$ cat config.mk
export PLATFORM = sky130hd
export DESIGN_NAME = lzd_norm_seq
export DESIGN_NICKNAME = d
export VERILOG_FILES = /design/src/rtl/lzd_norm_seq.sv
export SDC_FILE = /design/constraint.sdc
export NUM_CORES = 1
export LEC_CHECK = 0
export ABC_AREA = 1
export BUFFER_PORTS_ARGS = -buffer_cell sky130_fd_sc_hd__buf_4
export CAP_MARGIN = 10
export CELL_PAD_IN_SITES_DETAIL_PLACEMENT = 2
export CELL_PAD_IN_SITES_GLOBAL_PLACEMENT = 2
export CORE_MARGIN = 3
export CORE_UTILIZATION = 30
export DETAILED_ROUTE_END_ITERATION = 8
export GPL_ROUTABILITY_DRIVEN = 0
export PLACE_DENSITY = 0.88
export SLEW_MARGIN = 20
export SYNTH_ARGS = -nofsm -noshare
export SYNTH_HDL_FRONTEND = slang
export SYNTH_SLANG_ARGS = --single-unit
$ cat constraint.sdc
create_clock -name clk -period 5.7 [get_ports clk]
set_clock_uncertainty 0.15 [all_clocks]
set_input_delay 1.14 -clock clk [delete_from_list [all_inputs] [get_ports clk]]
set_output_delay 1.14 -clock clk [all_outputs]
set_load 0.05 [all_outputs]
$ cat src/rtl/lzd_norm_seq.sv
// lzd_norm_seq
//   Sequential leading-zero normalizer for operand preparation in a Box-Muller
//   AWGN datapath (log/sqrt stages). One 8-bit leading-zero detector is
//   time-shared across a DATA_W-bit operand, scanning one byte per cycle,
//   MSB-first. The result is the left-normalized operand together with its
//   total leading-zero count. One operand is in flight at a time.
//
//   Optional feature macro: LZDN_PERF_EN
//     When defined, adds perf_scan_cyc[15:0], a saturating count of SCAN
//     cycles since the last reset.
//
// Parameters
//   DATA_W  operand width, multiple of 8, 16..64
//   LZC_W   count width, 2**LZC_W > DATA_W
//
// Ports
//   clk            clock, rising edge
//   rst_n          synchronous reset, active low
//   in_valid       operand offered
//   in_ready       block can accept an operand (idle only)
//   in_data        operand
//   out_valid      result is being held
//   out_ready      consumer accepts the result
//   out_data       operand shifted left by out_lzc, zero filled
//   out_lzc        leading-zero count, 0..DATA_W
//   out_zero       operand was all zeros
//   perf_scan_cyc  (LZDN_PERF_EN only) SCAN cycle counter, saturating

module lzd_norm_seq #(
  parameter int DATA_W = 48,
  parameter int LZC_W  = 6
) (
  input  logic              clk,
  input  logic              rst_n,
  input  logic              in_valid,
  output logic              in_ready,
  input  logic [DATA_W-1:0] in_data,
  output logic              out_valid,
  input  logic              out_ready,
  output logic [DATA_W-1:0] out_data,
  output logic [LZC_W-1:0]  out_lzc,
  output logic              out_zero
`ifdef LZDN_PERF_EN
  ,
  output logic [15:0]       perf_scan_cyc
`endif
);

  localparam int NB    = DATA_W / 8;
  localparam int IDX_W = (NB > 1) ? $clog2(NB) : 1;

  typedef enum logic [1:0] {
    IDLE = 2'd0,
    SCAN = 2'd1,
    DONE = 2'd2
  } state_t;

  state_t             state_reg, state_next;
  logic [DATA_W-1:0]  wreg_reg,  wreg_next;
  logic [LZC_W-1:0]   cnt_reg,   cnt_next;
  logic [IDX_W-1:0]   idx_reg,   idx_next;
  logic               zero_reg,  zero_next;

  // ---------------------------------------------------------------------------
  // 8-bit leading-zero detector on the top byte of the working register.
  // any_above[i] says some bit above position (7-i) is set; the first set bit
  // is the one with nothing set above it, and its distance from bit 7 is p.
  // ---------------------------------------------------------------------------
  logic [7:0] top_byte;
  logic [8:0] any_above;
  logic [7:0] first_one;
  logic [2:0] lzd_p;
  logic       lzd_v;

  assign top_byte     = wreg_reg[DATA_W-1 -: 8];
  assign any_above[0] = 1'b0;

  for (genvar gi = 0; gi < 8; gi++) begin : g_lzd
    assign any_above[gi+1] = any_above[gi] | top_byte[7-gi];
    assign first_one[gi]   = top_byte[7-gi] & ~any_above[gi];
  end

  assign lzd_v = any_above[8];

  always_comb begin
    lzd_p = 3'd0;
    for (int i = 0; i < 8; i++) begin
      if (first_one[i]) begin
        lzd_p = 3'(i);
      end
    end
  end

  // ---------------------------------------------------------------------------
  // FSM: state register and datapath registers
  // ---------------------------------------------------------------------------
  always_ff @(posedge clk) begin
    if (!rst_n) begin
      state_reg <= IDLE;
      wreg_reg  <= '0;
      cnt_reg   <= '0;
      idx_reg   <= '0;
      zero_reg  <= 1'b0;
    end else begin
      state_reg <= state_next;
      wreg_reg  <= wreg_next;
      cnt_reg   <= cnt_next;
      idx_reg   <= idx_next;
      zero_reg  <= zero_next;
    end
  end

  // ---------------------------------------------------------------------------
  // FSM: next state, datapath updates, handshake outputs
  // ---------------------------------------------------------------------------
  always_comb begin
    state_next = state_reg;
    wreg_next  = wreg_reg;
    cnt_next   = cnt_reg;
    idx_next   = idx_reg;
    zero_next  = zero_reg;
    in_ready   = 1'b0;
    out_valid  = 1'b0;

    case (state_reg)
      IDLE: begin
        in_ready = 1'b1;
        if (in_valid) begin
          wreg_next  = in_data;
          cnt_next   = '0;
          idx_next   = '0;
          zero_next  = 1'b0;
          state_next = SCAN;
        end
      end

      SCAN: begin
        if (lzd_v) begin
          // First nonzero byte found: finish with a sub-byte shift.
          cnt_next   = cnt_reg + LZC_W'(lzd_p);
          wreg_next  = wreg_reg << lzd_p;
          state_next = DONE;
        end else if (idx_reg == IDX_W'(NB - 1)) begin
          // Last byte also zero: operand is all zeros.
          cnt_next   = LZC_W'(DATA_W);
          wreg_next  = '0;
          zero_next  = 1'b1;
          state_next = DONE;
        end else begin
          cnt_next   = cnt_reg + LZC_W'(8);
          wreg_next  = wreg_reg << 8;
          idx_next   = idx_reg + IDX_W'(1);
        end
      end

      DONE: begin
        out_valid = 1'b1;
        // No bypass into a new accept: the block always passes through IDLE.
        if (out_ready) begin
          state_next = IDLE;
        end
      end

      default: begin
        state_next = IDLE;
      end
    endcase
  end

  // Results are read straight from the working registers; they only change
  // in SCAN or on accept, so they are stable throughout DONE.
  assign out_data = wreg_reg;
  assign out_lzc  = cnt_reg;
  assign out_zero = zero_reg;

`ifdef LZDN_PERF_EN
  logic [15:0] perf_reg;

  always_ff @(posedge clk) begin
    if (!rst_n) begin
      perf_reg <= '0;
    end else if (state_reg == SCAN && perf_reg != 16'hFFFF) begin
      perf_reg <= perf_reg + 16'd1;
    end
  end

  assign perf_scan_cyc = perf_reg;
`endif

endmodule

# == Yosys cells after proc, flatten, opt, wreduce, memory -nomap -nowiden ==
# Cells that the tools add are included.
# totals
register_bits,60
# classes
n_addsub,3
eq_ne,9
shift,1
mux,30
bitwise_logic,21
n_reduce_logical,6
# ops
operator,n
$mux W48,3
$pmux W48 S2,1
$shl A48 B3 Y48,1
$mux W3,7
$mux W6,3
$mux W2,6
$pmux W6 S2,1
$ne A2 B2 Y1 const B,5
$reduce_and A4 Y1,2
$and A1 B1 Y1,7
$not A1 Y1,7
$or A1 B1 Y1,7
$add A6 B3 Y6,1
$add A6 B4 Y6 const B,1
$mux W1,6
$pmux W2 S3,1
$pmux W3 S2,1
$add A3 B1 Y3 const B,1
$eq A3 B3 Y1 const B,1
$ne A3 B3 Y1 const B,1
$reduce_and A3 Y1,1
$eq A2 B1 Y1 const B,1
$eq A2 B2 Y1 const B,1
$logic_not A2 Y1,1
other kinds (3),3

# == Logic depth before layout (Yosys ltp) ==
# logic_depth
ltp_word,12
mapped_depth,15
ltp_nobuf,13

# == Worst setup path before layout ==
# OpenSTA, ideal clock, no wires.
# synth_path
kind,register -> register
from,"register wreg_reg[44], in the netlist out_data[44]"
to,"register cnt_reg[4], in the netlist out_lzc[4]"
setup_time_ns,0.132
t_arrival_ns,2.701
required_ns,5.418
path_slack_ns,2.716
path_stages_with_launch,16
path_buffers,2
period_less_slack_ns,2.984
cell_sequence,dfxtp_1 -> nor2_2 -> nand2_1 -> nor2_2 -> nand4_4 -> nand2_2 -> buf_6 -> buf_6 -> ha_1 -> inv_1 -> fa_1 -> nor2_1 -> o21ai_0 -> xnor2_1 -> o221ai_1 -> a21oi_1
# synth_between
elab_chain_cells,10
word_cells_on_any_way,22
classes_between,add/sub: 1; mux: 7; bitwise: 14
# synth_rtl
element,line_no,source
from (decl),59,"logic [DATA_W-1:0] wreg_reg, wreg_next;"
from (signal assigned),106,wreg_reg <= wreg_next;
$or A1 B1 Y1,79,assign any_above[gi+1] = any_above[gi] | top_byte[7-gi];
$not A1 Y1 or $or A1 B1 Y1 (tied branches),"80, 79",
"$and A1 B1 Y1, or another cell as far along",80,assign first_one[gi] = top_byte[7-gi] & ~any_above[gi];
"$mux W3, or another cell as far along (2 in series)",88,if (first_one[i]) begin
$mux W3 or $and A1 B1 Y1 (tied branches),"88, 80",
$mux W3,88,
$add A6 B3 Y6,140,cnt_next = cnt_reg + LZC_W'(lzd_p);
$mux W6 (*),138,if (lzd_v) begin
$pmux W6 S2 (*),125,case (state_reg)
to (signal assigned),107,cnt_reg <= cnt_next;
to (decl),60,"logic [LZC_W-1:0] cnt_reg, cnt_next;"
# Every way passes the cells marked *; elsewhere a longest branch is shown, timed or not.
# A chain may end at the register's enable or synchronous reset.

# == Final worst setup path ==
# layout_path
from,register state_reg[0]
to,"register wreg_reg[46], in the netlist out_data[46]"
# layout_between
elab_chain_cells,3
word_cells_on_any_way,6
classes_between,eq/ne: 2; mux: 1; reduce/logical: 3
# layout_rtl
element,line_no,source
from (decl),58,"state_t state_reg, state_next;"
from (signal assigned),105,state_reg <= state_next;
$eq A2 B1 Y1 or $logic_not A2 Y1 (tied branches),125,
$reduce_bool A2 Y1 (no source line) or $ne A2 B2 Y1 (tied branches),--,
$reduce_and A2 Y1 (no source line),--,
# Parallel ways exist; a longest one is shown, timed or not.

==> metrics.csv <==
metric;value;unit
synth_adder_area_share;1.864;%
syn_nets;961;
cts_resized;0;
vias;6549;
clock_latency;0.35;ns
nNetsFinal;1031;
peakVddDrop;200.7;uV
cellPowerDensity;518.4;nW/um^2
clock-root-buffer;clkbuf_16;
synth_compound_area_share;16.65;%
grt_pass1_vias;6906;
fmax;278.3;MHz
final_hold_viol_count;0;
grt_setup_unrepaired;no;
final_util;37.97;%
placeableCoreArea;16640;sq um
syn_avg_cell_area;5.657;sq um
drt_iter0_drc;610;
initial_utilization;30.66;%
cts_hold_buffers;0;
maxUsedRoutingLayer;met4;
m1WireLength;10690;um
p_leak;3.020;nW
synth_xor_area_share;0.6866;%
track_usage;25.37;%
yosys.area_share.simple;44.58;%
hp-start;idx_reg[2]$_SDFFE_PN0P_;
yosysMostFrequentCell;nand3_1;
io_buffers;108;
synth_top_family_by_area;simple AND/OR/NAND/NOR gates;
synth_top_area_share;23.54;%
start_kind;flip-flop;
antenna_found_initial;0;
synth_top_area_cell;dfxtp_1;
hold_class;flip-flop to flip-flop;
grt_pass1_wl;37310;um
routed_wl;23580;um
rows;47;
dr.pass1.iters;5;
postCtsSetupRepairBufs;0;
dp_hpwl;15990;um
min_period_over_period;63.03;%
yosys-top-cells-count;nand3_1 (207), nand2_1 (205), inv_1 (93);
period_minus_slack;3.593;ns
yosys-top-cells-area;dfxtp_1 (24%), nand3_1 (20%), nand2_1 (15%), inv_1 (6.8%), a21oi_1 (6.4%);
postRouteAntennaNets;0;
run_status;finished clean;
cts_tree;yes;
numCtsBuffers;9;
die_area;18610;sq um
ys_ff_latch;60;
startpoint;state_reg[0]$_SDFFE_PN0P_;
wl_per_cell;19.70;um
drive_gt1_share;15.97;%
grt_max_degree;58;
crit_required;5.79;ns
yosys_warnings;0;
die_w;136.4;um
ys_seq_area_share;23.54;%
ys_async_sr_fraction;0;%
antennaDiodeCount;0;
synthMuxAreaShare;0;%
worst_pin_slew;0.9280;ns
netlist_instances;902;
synth_ff_type;dfxtp_1;
cts.sinks;60;
area_growth;23.86;%
drc;0;
wl_met3;838;um
synth_cell_type_count;41;
grt-ovfl-total;0;
slew_violations;0;
worst_setup_path_end_kind;flip-flop;
clk_pin_slew;0.06;ns
max_slew_margin;37.99;%
wl_met2;11570;um
htree_levels;3;
critPathArrivalTime;3.68;ns
avgViaCountPerCell;5.471;
total_power;3.276;mW
crit_fanout;45;
finalSetupTns;0;ns
holdWs;0.3331;ns
die_h;136.4;um
worst-setup-path-type;flip-flop to flip-flop;
cts_buffer_depth;2;
pin_count;109;
largest_reg_flops;48;
r2r_start;state_reg[0]$_SDFFE_PN0P_;
setup_violations;0;
synth_area;5102;sq um
maxCapViolCount;0;
synth_edf_count;0;
[layer usage]
layer | up-vias | global-route usage [%]
li1 | 3113 | -
met1 | 3251 | 32.80
met2 | 150 | 43.53
met3 | 35 | 3.812
met4 | 0 | 7.671
met5 | - | 0
[area by class of cell]
type / count / area (sq um)
Tap cell: 220 / 275.3
Sequential cell: 60 / 1201
Multi-Input combinational cell: 682 / 3257
Fill cell: 2117 / 10320
Clock inverter: 7 / 100.1
Timing Repair Buffer: 117 / 878.3
Clock buffer: 9 / 225.2
Inverter: 102 / 382.9
[where the power goes]
part           internal [mW]  switching, mW  total, mW
combinational          0.586           1.50       2.08
sequential             0.492         0.0812      0.573
clock                  0.385          0.236      0.621
[final timing paths]
check                                                 end  slack, ns  depth (start not counted)
worst min register to register    idx_reg[2]$_SDFFE_PN0P_       0.33                          1
worst max-delay path            out_data[46]$_SDFFE_PN0P_       2.11                         10
worst max register to register  out_data[46]$_SDFFE_PN0P_       2.11                         10
worst min-delay path              idx_reg[2]$_SDFFE_PN0P_       0.33                          1
[cells in the final DEF, fill, tap and decap left out, drive strengths merged, types with 3 or more instances in the layout]
master	Yosys	final
or2	5	5
xor2	3	3
nor2	91	91
o211ai	11	11
nand2	206	206
a211oi	3	3
o21ai	63	63
nand4	4	4
ha	6	6
clkbuf	34	9
clkinvlp	0	3
inv	101	102
buf	24	117
a21oi	65	65
nand3	207	207
a31oi	4	4
dfxtp	60	60
[cell families (layout without fill, tap and decap cells)]
| family | after synthesis | count (layout) |
|---|---|---|
| AO/OA/AOI/OAI | 154 | 154 |
| XOR/XNOR | 4 | 4 |
| adder cells (fa/ha/maj) | 7 | 7 |
| buffers and inverters | 160 | 235 |
| flip-flops | 60 | 60 |
| AND/OR/NAND/NOR | 517 | 517 |
[per-stage QoR]
stage | instance area [sq um] | cells | worst slack (ns)
3_5_place_dp | 5995 | 1181 | 2.010
4_1_cts | 6320 | 1197 | 2.098
5_1_grt | 6320 | 1197 | 1.794
2_1_floorplan | 5102 | 902 | 2.716
6_report | 6320 | 1197 | 2.107
3_3_place_gp | 5995 | 1181 | 2.164
[critical path, cell delays in order, from the launching register on]
cell and delay (ns):
dfxtp_1 0.32, inv_2 0.17, nor2_2 0.05, buf_4 0.25, inv_1 0.46, nand2_1 0.38, inv_2 0.70, buf_4 0.50
a31oi_1 0.16, o21ai_0 0.23, a21oi_1 0.06
No activity file was read; power rests on OpenSTA's default activity.
